<file path="config.mk">
export PLATFORM = sky130hd
export DESIGN_NAME = seq_pattern_gen
export DESIGN_NICKNAME = d
export VERILOG_FILES = /design/src/rtl/seq_pkg.sv /design/src/rtl/seq_det_model.sv /design/src/rtl/seq_pattern_gen.sv
export SDC_FILE = /design/constraint.sdc
export NUM_CORES = 1
export LEC_CHECK = 0
export BUFFER_PORTS_ARGS = -buffer_cell sky130_fd_sc_hd__buf_4
export CORE_ASPECT_RATIO = 0.5
export CORE_MARGIN = 1.5
export CORE_UTILIZATION = 30
export DETAILED_ROUTE_END_ITERATION = 12
export SLEW_MARGIN = 20
export SYNTH_ARGS = -nofsm -noshare
export SYNTH_HDL_FRONTEND = slang
export SYNTH_SLANG_ARGS = --single-unit
</file>
<file path="constraint.sdc">
create_clock -name clk -period 2.3 [get_ports clk]
set_input_delay 0.46 -clock clk [delete_from_list [all_inputs] [get_ports clk]]
set_output_delay 0.46 -clock clk [all_outputs]
set_load 0.01 [all_outputs]
</file>
<file path="src/rtl/seq_pkg.sv">
// seq_pkg: shared encodings for the serial pattern generator and the
// 3-state one-hot sequence detector it drives.
//   det_state_t : detector states IDLE / STATE_1 / FINAL (one-hot)
//   gen_state_t : generator states GEN_IDLE / GEN_RUN / GEN_GAP (one-hot)
// Both are 3-bit one-hot; any other encoding is treated as illegal and
// recovers to the respective idle state on the next clock.
package seq_pkg;

  typedef enum logic [2:0] {
    IDLE    = 3'b001,
    STATE_1 = 3'b010,
    FINAL   = 3'b100
  } det_state_t;

  typedef enum logic [2:0] {
    GEN_IDLE = 3'b001,
    GEN_RUN  = 3'b010,
    GEN_GAP  = 3'b100
  } gen_state_t;

endpackage

</file>
<file path="src/rtl/seq_det_model.sv">
// seq_det_model: behavioural copy of the 3-state one-hot sequence detector,
// used by seq_pattern_gen to predict the detector outputs for the bit
// stream it is producing. It tracks consecutive 1s on a_i:
//   IDLE    --1--> STATE_1 --1--> FINAL --1--> FINAL, any 0 -> IDLE.
// Ports:
//   clk    in  clock, posedge
//   rst    in  synchronous active-high reset (state -> IDLE)
//   a_i    in  serial input bit (the generator's a_out)
//   out1_o out state == STATE_1
//   out2_o out state == FINAL
// The module only exists when GEN_EXPECT_EN is defined, which is also the
// only build in which the generator instantiates it.
`ifdef GEN_EXPECT_EN
module seq_det_model
  import seq_pkg::*;
(
  input  logic clk,
  input  logic rst,
  input  logic a_i,
  output logic out1_o,
  output logic out2_o
);

  det_state_t state_q, state_d;

  always_ff @(posedge clk) begin
    if (rst) state_q <= IDLE;
    else     state_q <= state_d;
  end

  always_comb begin
    state_d = IDLE;
    case (state_q)
      IDLE:    state_d = a_i ? STATE_1 : IDLE;
      STATE_1: state_d = a_i ? FINAL   : IDLE;
      FINAL:   state_d = a_i ? FINAL   : IDLE;
      default: state_d = IDLE;
    endcase
  end

  assign out1_o = (state_q == STATE_1);
  assign out2_o = (state_q == FINAL);

endmodule
`endif

</file>
<file path="src/rtl/seq_pattern_gen.sv">
// seq_pattern_gen: serial stimulus source for the one-hot sequence
// detector. Each accepted request produces run_len cycles of a_out=1,
// then gap_len cycles of a_out=0, then a one-cycle done pulse in idle.
// Ports:
//   clk        in   clock, posedge
//   rst        in   synchronous active-high reset
//   req_valid  in   request present
//   req_ready  out  high in GEN_IDLE only (depends on state alone)
//   run_len    in   [CNT_W] count of 1 cycles, sampled at accept
//   gap_len    in   [CNT_W] count of trailing 0 cycles, sampled at accept
//   abort      in   end the current pattern without done; blocks accept in idle
//   a_out      out  registered serial bit
//   busy       out  state != GEN_IDLE
//   done       out  one-cycle pulse on normal completion
//   exp_out1   out  predicted detector out1   (GEN_EXPECT_EN only)
//   exp_out2   out  predicted detector out2   (GEN_EXPECT_EN only)
// Configuration macro: GEN_EXPECT_EN adds the exp_out ports and an internal
// detector model fed by a_out; generator behaviour is the same either way.
module seq_pattern_gen
  import seq_pkg::*;
#(
  parameter int CNT_W = 8
) (
  input  logic             clk,
  input  logic             rst,
  input  logic             req_valid,
  output logic             req_ready,
  input  logic [CNT_W-1:0] run_len,
  input  logic [CNT_W-1:0] gap_len,
  input  logic             abort,
  output logic             a_out,
  output logic             busy,
  output logic             done
`ifdef GEN_EXPECT_EN
  ,
  output logic             exp_out1,
  output logic             exp_out2
`endif
);

  localparam logic [CNT_W-1:0] CNT_ZERO = '0;
  localparam logic [CNT_W-1:0] CNT_ONE  = {{(CNT_W-1){1'b0}}, 1'b1};

  gen_state_t       state_q, state_d;
  logic [CNT_W-1:0] cnt_q, cnt_d;
  logic [CNT_W-1:0] gap_q, gap_d;
  logic             a_out_q, a_out_d;
  logic             done_q, done_d;
  logic             accept;

  assign req_ready = (state_q == GEN_IDLE);
  assign busy      = (state_q != GEN_IDLE);
  // abort in idle suppresses the handshake even though req_ready is high
  assign accept    = req_valid & req_ready & ~abort;

  always_ff @(posedge clk) begin
    if (rst) begin
      state_q <= GEN_IDLE;
      cnt_q   <= CNT_ZERO;
      gap_q   <= CNT_ZERO;
      a_out_q <= 1'b0;
      done_q  <= 1'b0;
    end else begin
      state_q <= state_d;
      cnt_q   <= cnt_d;
      gap_q   <= gap_d;
      a_out_q <= a_out_d;
      done_q  <= done_d;
    end
  end

  // The counter is loaded with the length of the phase being entered and
  // the phase ends when it reads 1; zero-length phases are skipped at load
  // time, so the counter never decrements through zero.
  always_comb begin
    state_d = state_q;
    cnt_d   = cnt_q;
    gap_d   = gap_q;
    done_d  = 1'b0;
    case (state_q)
      GEN_IDLE: begin
        if (accept) begin
          gap_d = gap_len;
          if (run_len != CNT_ZERO) begin
            state_d = GEN_RUN;
            cnt_d   = run_len;
          end else if (gap_len != CNT_ZERO) begin
            state_d = GEN_GAP;
            cnt_d   = gap_len;
          end else begin
            cnt_d  = CNT_ZERO;
            done_d = 1'b1;
          end
        end
      end
      GEN_RUN: begin
        if (abort) begin
          state_d = GEN_IDLE;
          cnt_d   = CNT_ZERO;
        end else if (cnt_q <= CNT_ONE) begin
          if (gap_q != CNT_ZERO) begin
            state_d = GEN_GAP;
            cnt_d   = gap_q;
          end else begin
            state_d = GEN_IDLE;
            cnt_d   = CNT_ZERO;
            done_d  = 1'b1;
          end
        end else begin
          cnt_d = cnt_q - CNT_ONE;
        end
      end
      GEN_GAP: begin
        if (abort) begin
          state_d = GEN_IDLE;
          cnt_d   = CNT_ZERO;
        end else if (cnt_q <= CNT_ONE) begin
          state_d = GEN_IDLE;
          cnt_d   = CNT_ZERO;
          done_d  = 1'b1;
        end else begin
          cnt_d = cnt_q - CNT_ONE;
        end
      end
      default: begin
        state_d = GEN_IDLE;
        cnt_d   = CNT_ZERO;
      end
    endcase
  end

  // a_out is registered alongside the state so it is high exactly in GEN_RUN
  assign a_out_d = (state_d == GEN_RUN);

  assign a_out = a_out_q;
  assign done  = done_q;

`ifdef GEN_EXPECT_EN
  seq_det_model u_det_model (
    .clk    (clk),
    .rst    (rst),
    .a_i    (a_out_q),
    .out1_o (exp_out1),
    .out2_o (exp_out2)
  );
`endif

endmodule

</file>
Word level (Yosys, flattened, before mapping)
Index checks and enable logic that the tools add are counted.

Register bits after elaboration: 21. Bits in latches: 0. Bits in writable memories: 0. ROM bits: 0. Word-level logic and storage cells: 47. Memories kept: 0.

$add $sub $neg: 1. Multiply operators: 0. Divide/modulo/power cells: 0. $lt $le $gt $ge: 1. Equal/unequal tests: 6. Shift-type cells: 0. Multiplexer cells: 27. Bitwise gates (word level): 3. Reduce and logical (&&, ||, !) cells: 4.

Operators with widths (count): two-way mux 8 bit (8); two-way mux 3 bit (8); case mux 8 bit (3 select lines) (1); nonzero test 8 bit (3); case mux 3 bit (3 select lines) (1); less-or-equal comparator 8 x 1 -> 1 bit (second input constant) (1); two-way mux 1 bit (8); subtractor 8 x 1 -> 8 bit (second input constant) (1); == test 3 x 2 -> 1 bit (second input constant) (2); == test 3 x 1 -> 1 bit (second input constant) (1); == test 3 bit (second input constant) (1); inequality test 3 x 1 -> 1 bit (second input constant) (1); case mux 1 bit (3 select lines) (1); AND 1 bit (2); inequality test 2 x 1 -> 1 bit (second input constant) (1); AND reduction 2 bit (1); inverter 1 bit (1).

Logic depth before layout (Yosys ltp)
Gate-level depths: netlist of run 1.

Word-level depth: 6. Depth in mapped cells: 7. Mapped depth without buffers: 7.

Worst setup path after synthesis of run 1
No wires, ideal clock.

Path kind: input -> register. Start point: input port run_len[0]. End point: register cnt_q[2]. Data arrival time: 1.736 ns. Slack: 0.471 ns. Cell stages on the path: 5. Cell sequence: nor4_1 -> a41oi_1 -> o22ai_1 -> a21oi_1 -> o32ai_1.

Word-level cells in the longest chain between the ends: 4.

RTL lines: from (decl) (RTL line seq_pattern_gen.sv:28) `input logic [CNT_W-1:0] run_len,`; nonzero test 8 bit (RTL line seq_pattern_gen.sv:84) `if (run_len != CNT_ZERO) begin`; two-way mux 8 bit (RTL line seq_pattern_gen.sv:84); two-way mux 8 bit (RTL line seq_pattern_gen.sv:82) `if (accept) begin`; case mux 8 bit (3 select lines) (RTL line seq_pattern_gen.sv:80) `case (state_q)`; to (signal assigned) (RTL line seq_pattern_gen.sv:65) `cnt_q <= cnt_d;`; to (decl) (RTL line seq_pattern_gen.sv:45) `logic [CNT_W-1:0] cnt_q, cnt_d;`.

Every way passes these cells. The select of a mux whose other input is x is not followed. A chain may end at the register's enable or synchronous reset.

Worst setup path after layout of run 1
Start point: register state_q[2]. End point: output port req_ready.

Word-level cells in the longest chain between the ends: 1.

RTL lines: from (decl) (RTL line seq_pattern_gen.sv:44) `gen_state_t state_q, state_d;`; from (signal assigned) (RTL line seq_pattern_gen.sv:64) `state_q <= state_d;`; == test 3 x 1 -> 1 bit (RTL line seq_pattern_gen.sv:51) `assign req_ready = (state_q == GEN_IDLE);`; to (decl) (RTL line seq_pattern_gen.sv:27) `output logic req_ready,`.

Every way passes these cells.

==> impl_metrics.json, run 1 <==
{
  "outcome": "complete, no violations",
  "setup_viol": 0,
  "synth-async-reset-ratio_pct": 0,
  "cts.path.max_buffers": 2,
  "synth.most_common_cell": "nand2_1",
  "rsz0062_at_grt": "false",
  "yosysWarnings": 0,
  "synthTopCellsByCount": "nand2_1, dfxtp_1, a21oi_1",
  "leakage_uw": 0.000600,
  "pin_count": 24,
  "worst_pin_slew_ns": 0.510,
  "gr-total-overflow": 0,
  "h-tree-depth": 1,
  "critPathCaptureType": "output pin",
  "ys.flop_type": "dfxtp_1",
  "diodes": 0,
  "grt_use_total_pct": 17.3,
  "final-hold-violation-count": 0,
  "rows": 16,
  "startpoint_type": "flop",
  "area_growth_pct": 23.2,
  "dr_wl_met3_um": 324,
  "critPathKind": "flop to output pin",
  "dr.max_layer_used": "met4",
  "slew_violations": 0,
  "ys_top_cells_by_area": "dfxtp_1, nand2_1, a21oi_1, nor4_1, nor2_1",
  "die_h_um": 49.8,
  "synth-edff-count": 0,
  "finalSetupTns_ns": 0,
  "fmax_mhz": 491,
  "dr.first_iter.drc_count": 137,
  "synth_top_cell_area_share_pct": 32.0,
  "ys_ff_latch": 21,
  "period_needed_ns": 2.03,
  "period_share_pct": 88.5,
  "post-place-ws_ns": 0.235,
  "cts_inserted_buffers": 3,
  "grt_pass1_vias": 1237,
  "critPathRequiredTime_ns": 1.84,
  "max-vdd-ir-drop_v": 0.000302,
  "syn_nets": 194,
  "max_stage_delay_ns": 0.61,
  "synth_largest_area_cell": "dfxtp_1",
  "syn_area_mm2": 0.00131,
  "cp.arrival_ns": 1.57,
  "vias": 1466,
  "die_area_mm2": 0.00481,
  "yosysUniqueCellTypes": 48,
  "path_cells": "or3b_2 -> clkinv_1 -> buf_4",
  "hpwl_um": 3060,
  "via_per_inst": 5.77,
  "wl_per_cell_um": 15.3,
  "min_path_type": "primary input to flop",
  "cts_sinks": 21,
  "critPathMaxFanout": 11,
  "setup_slack_ns": 0.265,
  "initial_core_util_pct": 32.5,
  "grt_pass1_wl_um": 6360,
  "dieWidth_um": 96.6,
  "grt_max_degree": 14,
  "root_buffer": "clkbuf_8",
  "antenna_found_initial": 0,
  "cap_violations": 0,
  "total_power_uw": 1750,
  "m1WireLength_um": 1900,
  "powerDensity_mw_per_mm2": 1080,
  "cts_tree": "yes",
  "nets": 223,
  "synth-seq-area-share_pct": 32.0,
  "multiInputGateArea_um2": 838,
  "synthCells": 172,
  "clock_latency_ns": 0.26,
  "core_area_mm2": 0.00404,
  "globalplace.congestion": 0.934,
  "dr.pass1.iters": 5,
  "io_buffers": 23,
  "fillers": 438,
  "wl_met2_um": 1620,
  "fin_skew_ns": 0.00111,
  "slew_headroom_pct": 65.8,
  "drc": 0,
  "cpMaxStageDelayCell": "or3b_2",
  "clkTransAtPathRegs_ns": 0.07,
  "synth.avg_cell_area_um2": 7.64,
  "drive_above_1_share_pct": 21.0,
  "seqCellArea_um2": 420,
  "routed_wl_um": 3900,
  "ant_nets": 0
}
==> sequential cells by signal, summed over array words and instances, names as in the netlist <==
| register | flops |
|---|---|
| cnt_q | 8 |
| done | 1 |
| a_out | 1 |
| state_q | 3 |
| gap_q | 8 |
==> layout by cell type, fill, tap and decap left out, types with 3 or more instances in the layout <==
master,n
nand2_1,29
buf_4,29
dfxtp_1,21
a21oi_1,17
nor2_1,12
nor4_1,9
inv_1,7
nor3_1,7
o21ai_0,6
a31oi_1,5
nand2b_1,3
or3_1,3
mux2i_1,3
and3_2,3
clkbuf_8,3
==> metrics by stage <==
step	hold slack, ns	instances	utilization [%]	area [µm²]
after global routing	0.464	254	40.0	1620
after floorplan	0.444	172	-	1310
after global placement	0.474	250	38.9	1570
after detailed placement	0.474	250	38.9	1570
after CTS	0.455	254	40.0	1620
final	0.455	254	40.0	1620
==> critical path: cells and delay by family (launching register included) <==
kind / cells / cell delay, ns
flops: 1 / 0.37
buf+inv: 2 / 0.34
simple gates: 1 / 0.61
==> report_power, final <==
part	internal [µW]	leakage [µW]	switching, µW
combinational	390	0.000406	586
clock	123	0.0000228	120
sequential	442	0.000172	91.7
==> routing by layer <==
layer | vias to the layer above | track usage, %
met3 | 6 | 4.01
li1 | 706 | -
met2 | 78 | 24.0
met4 | 0 | 4.11
met1 | 676 | 26.5
met5 | - | 0
==> final timing paths <==
| kind | slack [ns] | from | endpoint | cells after the start |
|---|---|---|---|---|
| max | 0.27 | state_q[2] | req_ready | 3 |
| min | 0.46 | gap_len[1] | gap_q[1] | 3 |
| max reg2reg | 0.27 | state_q[2] | gap_q[7] | 6 |
| min reg2reg | 0.49 | gap_q[0] | gap_q[0] | 2 |
==> cells by family after synthesis <==
family                     Yosys count  share of synthesized area [%]
and+or+nand+nor                     78                           31.0
AOI/OAI and AO/OA                   53                           27.3
DFF                                 21                           32.0
buffers and inverters               13                           4.19
muxes                                3                           2.29
xor gates and xnor gates             2                           1.33
adders and majority gates            2                           1.90
==> layout make-up <==
class	count	area share [%]
Sequential cell	21	26.0
Inverter	8	1.85
Tap cell	54	4.17
Timing Repair Buffer	29	13.4
Clock buffer	4	2.78
Multi-Input combinational cell	138	51.8
==> timing repair <==
| action | CTS | global route |
|---|---|---|
| setup endpoints to repair | 0 | 2 |
| buffers inserted | 0 | 0 |
| hold buffers | 0 | 0 |
| resized for setup | 0 | 1 |
Note: power is estimated with default switching activity, not from simulation.
==> run 2: changes to the inputs <==
CORE_MARGIN = not set   (was 1.5)
==> impl_metrics.json, run 2 (same netlist as run 1, synthesis figures left out) <==
{
  "outcome": "complete, no violations",
  "dr.pass1.iters": 4,
  "dr.first_iter.drc_count": 115,
  "root_buffer": "clkbuf_8",
  "drive_above_1_share_pct": 21.0,
  "pin_count": 24,
  "worst_pin_slew_ns": 0.537,
  "cts.path.max_buffers": 2,
  "fmax_mhz": 483,
  "rows": 16,
  "cts_tree": "yes",
  "clkPwrFrac_pct": 14.2,
  "max_stage_delay_ns": 0.61,
  "area_growth_pct": 23.2,
  "ant_nets": 0,
  "die_h_um": 48.8,
  "h-tree-depth": 1,
  "max-vdd-ir-drop_v": 0.000284,
  "powerDensity_mw_per_mm2": 1090,
  "clkTransAtPathRegs_ns": 0.07,
  "cap_violations": 0,
  "clock_latency_ns": 0.27,
  "period_share_pct": 90.0,
  "gr-total-overflow": 0,
  "cpMaxStageDelayCell": "or3b_2",
  "dieWidth_um": 95.6,
  "min_path_type": "primary input to flop",
  "nets": 223,
  "cp-startpoint": "state_q[2]",
  "cts_hold_buf": 0,
  "worstHoldEndpoint": "gap_q[2]",
  "grt_use_total_pct": 19.5,
  "vias": 1441,
  "hp-start": "gap_len[2]",
  "critPathKind": "flop to flop",
  "ff2ff_path_depth": 6,
  "fin_skew_ns": 0.0104,
  "final-hold-violation-count": 0,
  "hpwl_um": 3150,
  "leakage_uw": 0.000600,
  "via_per_inst": 5.67,
  "grt_pass1_vias": 1399,
  "globalplace.congestion": 0.882,
  "p_int_uw": 956,
  "cpLargestDelayFamily": "simple AND/OR/NAND/NOR gates",
  "period_needed_ns": 2.07,
  "sw_frac_of_total_pct": 45.8,
  "slew_violations": 0,
  "final_util_pct": 40.0,
  "core_area_mm2": 0.00404,
  "startpoint_type": "flop",
  "critPathCaptureType": "flop",
  "crit_top_cell": "nand2_1",
  "io_buffers": 23,
  "critPathRequiredTime_ns": 2.49,
  "post_cts_buffers": 0,
  "cp.buffers_inverters": 1,
  "initial_core_util_pct": 32.5,
  "finalSetupTns_ns": 0,
  "critPathMaxFanout": 11,
  "drc": 0,
  "hold_depth": 3,
  "routed_wl_um": 4030,
  "p_sw_uw": 806,
  "comb_power_share_pct": 55.4,
  "wl_per_cell_um": 15.9,
  "cts_sinks": 21,
  "fillers": 447,
  "cp.arrival_ns": 2.26,
  "diodes": 0,
  "layout_common_cells": "nand2_1, buf_4, dfxtp_1",
  "r2r-start": "state_q[2]",
  "power_frac_seq_pct": 30.4,
  "die_area_mm2": 0.00466,
  "slew_headroom_pct": 63.7,
  "antenna_found_initial": 0,
  "setup_viol": 0,
  "grt_max_degree": 14,
  "worstReg2RegEnd": "gap_q[7]",
  "rsz0062_at_grt": "false",
  "path_cells": "or3b_2 -> clkinv_1 -> nand2_1 -> nand2_1 -> nand2_1 -> a21oi_1",
  "grt_pass1_wl_um": 6970,
  "cts_inserted_buffers": 3,
  "rrSetupSlack_ns": 0.23,
  "reg_top3": "cnt_q x8, gap_q x8, state_q x3"
}
-- run 2: per-layer routing --
| metal | GRT usage, % | wire [µm] | vias up | part of all wire [%] |
|---|---|---|---|---|
| met5 | 0 | 0 | - | 0 |
| met4 | 4.98 | 31 | 0 | 0.77 |
| met3 | 4.36 | 298 | 4 | 7.4 |
| met2 | 27.1 | 1670 | 61 | 41 |
| met1 | 29.8 | 2030 | 665 | 50 |
| li1 | - | - | 711 | - |
-- run 2: cell type report --
class | instances | area [µm²] | area share, %
clock buffers | 4 | 45.0 | 2.78
well taps | 54 | 67.6 | 4.17
multi-input cells | 138 | 838 | 51.8
flip-flops and latches | 21 | 420 | 26.0
repair buffers | 29 | 218 | 13.4
inverters | 8 | 30.0 | 1.85
-- run 2: power groups by stage --
stage          registers (µW)  clock network, µW  logic [µW]
3_3_place_gp              535                  0         961
4_1_cts                   530                251         962
2_1_floorplan             512                  0         699
6_report                  536                250         976
5_1_grt                   551                275        1080
3_5_place_dp              538                  0         958
-- run 2: how the worst max path moves through the flow --
stage          cells past startpoint  endpoint
4_1_cts                            5     a_out
5_1_grt                            6  gap_q[7]
6_report                           6  gap_q[7]
3_3_place_gp                       5     a_out
2_1_floorplan                      5  cnt_q[2]
3_5_place_dp                       5     a_out
-- run 2: worst min-delay path: cells and delay by family --
family          cells  cell delay [ns]
buf+inv             1             0.12
simple gates        1             0.05
compound gates      1             0.05
-- run 2: stage by stage --
stage / power, µW / instances / worst slack, ns / area (µm²) / hold slack [ns]
after CTS: 1740 / 254 / 0.119 / 1620 / 0.456
final: 1760 / 254 / 0.230 / 1620 / 0.458
after floorplan: 1210 / 172 / 0.471 / 1310 / 0.444
after global routing: 1900 / 254 / 0.0799 / 1620 / 0.459
after detailed placement: 1500 / 250 / 0.122 / 1570 / 0.480
after global placement: 1500 / 250 / 0.138 / 1570 / 0.470
-- run 2: what timing repair did --
item / CTS / global route
endpoints found under the setup margin: 0 / 3
resized for setup: 0 / 1
hold endpoints to repair: 0 / 0
==> run 3: changes to the inputs <==
CORE_UTILIZATION = 35   (was 30)
==> impl_metrics.json, run 3 (same netlist as run 1, synthesis figures left out) <==
{
  "root_buffer": "clkbuf_8",
  "finalSetupTns_ns": 0,
  "setup_slack_ns": 0.199,
  "hpwl_um": 3140,
  "slew_violations": 0,
  "crit_top_cell": "nand2_1",
  "routed_wl_um": 4050,
  "cts_tree": "yes",
  "max-vdd-ir-drop_v": 0.000309,
  "path_cells": "or3b_2 -> clkinv_1 -> nand2_1 -> nand2_1 -> nand2_1 -> a21oi_1",
  "cts_hold_buf": 0,
  "critPathKind": "flop to flop",
  "grt_pass1_vias": 1254,
  "cpLargestDelayFamily": "simple AND/OR/NAND/NOR gates",
  "cp.arrival_ns": 2.30,
  "slew_headroom_pct": 63.7,
  "post-place-ws_ns": 0.175,
  "drive_above_1_share_pct": 21.4,
  "area_growth_pct": 23.5,
  "setup_viol": 0,
  "final-hold-violation-count": 0,
  "nets": 224,
  "max_stage_delay_ns": 0.63,
  "grt_pass1_wl_um": 6520,
  "critPathCaptureType": "flop",
  "cp.buffers_inverters": 1,
  "period_share_pct": 91.3,
  "layout_common_cells": "buf_4, nand2_1, dfxtp_1",
  "vias": 1468,
  "cap_violations": 0,
  "fillers": 362,
  "cts_inserted_buffers": 3,
  "io_buffers": 23,
  "drc": 0,
  "core_area_mm2": 0.00351,
  "dr.first_iter.drc_count": 217,
  "diodes": 0,
  "rsz0062_at_grt": "false",
  "grt_use_total_pct": 22.3,
  "worst_pin_slew_ns": 0.541,
  "grt_max_degree": 14,
  "leakage_uw": 0.000606,
  "period_needed_ns": 2.10,
  "cpMaxStageDelayCell": "or3b_2",
  "pin_count": 24,
  "clkTransAtPathRegs_ns": 0.08,
  "fmax_mhz": 476,
  "cts.path.max_buffers": 2,
  "globalplace.congestion": 0.883,
  "post_cts_buffers": 0,
  "die_area_mm2": 0.00402,
  "dr.pass1.iters": 5,
  "wl_per_cell_um": 16.1,
  "critPathRequiredTime_ns": 2.50,
  "initial_core_util_pct": 37.4,
  "final_util_pct": 46.2,
  "fin_skew_ns": 0.00313,
  "ant_nets": 0,
  "min_path_type": "primary input to flop",
  "antenna_found_initial": 0,
  "final_common_cell": "buf_4",
  "outcome": "complete, no violations",
  "via_per_inst": 5.83,
  "cts_sinks": 21,
  "die_h_um": 45.3,
  "reg_top3": "cnt_q x8, gap_q x8, state_q x3",
  "h-tree-depth": 1,
  "critPathMaxFanout": 11,
  "dieWidth_um": 88.6,
  "clock_latency_ns": 0.27,
  "startpoint_type": "flop",
  "powerDensity_mw_per_mm2": 1090,
  "gr-total-overflow": 0,
  "rows": 15
}
-- run 3: through the flow --
stage,total power [µW],hold WS [ns],cell area (µm²),cells
2_1_floorplan,1210,0.444,1310,172
3_3_place_gp,1510,0.467,1580,248
3_5_place_dp,1500,0.477,1580,248
4_1_cts,1760,0.446,1620,252
5_1_grt,1910,0.446,1620,252
6_report,1780,0.456,1620,252
-- run 3: final timing paths --
| check | startpoint | end | slack [ns] | cells past startpoint |
|---|---|---|---|---|
| max | state_q[1] | gap_q[0] | 0.20 | 6 |
| min | gap_len[2] | gap_q[2] | 0.46 | 3 |
| max reg2reg | state_q[1] | gap_q[0] | 0.20 | 6 |
| min reg2reg | gap_q[6] | gap_q[6] | 0.49 | 2 |
-- run 3: per-layer routing --
layer	share of wire (%)	wire, µm	global-route usage, %
met1	49	1980	33.7
met2	40	1630	31.1
met3	9.7	392	5.67
met4	1.1	43	5.48
met5	0	0	0
-- run 3: tightest hold or removal path: cells and delay by family --
kind	cells	cell delay [ns]
buf+inv	1	0.12
simple gates	1	0.05
compound gates	1	0.05
-- run 3: layout make-up --
cell class | count | area (µm²) | area share (%)
flip-flops and latches | 21 | 420 | 25.9
clock buffers | 4 | 45.0 | 2.78
multi-input cells | 138 | 838 | 51.7
inverters | 8 | 30.0 | 1.85
well taps | 51 | 63.8 | 3.93
repair buffers | 30 | 225 | 13.9
-- run 3: where the power goes --
part / switching [µW] / internal [µW]
registers: 82.2 / 442
logic: 600 / 398
clock network: 129 / 124
-- run 3: what timing repair did --
action	in CTS	in global routing
setup endpoints to repair	0	3
resized for setup	0	1
endpoints found under the hold margin	0	0
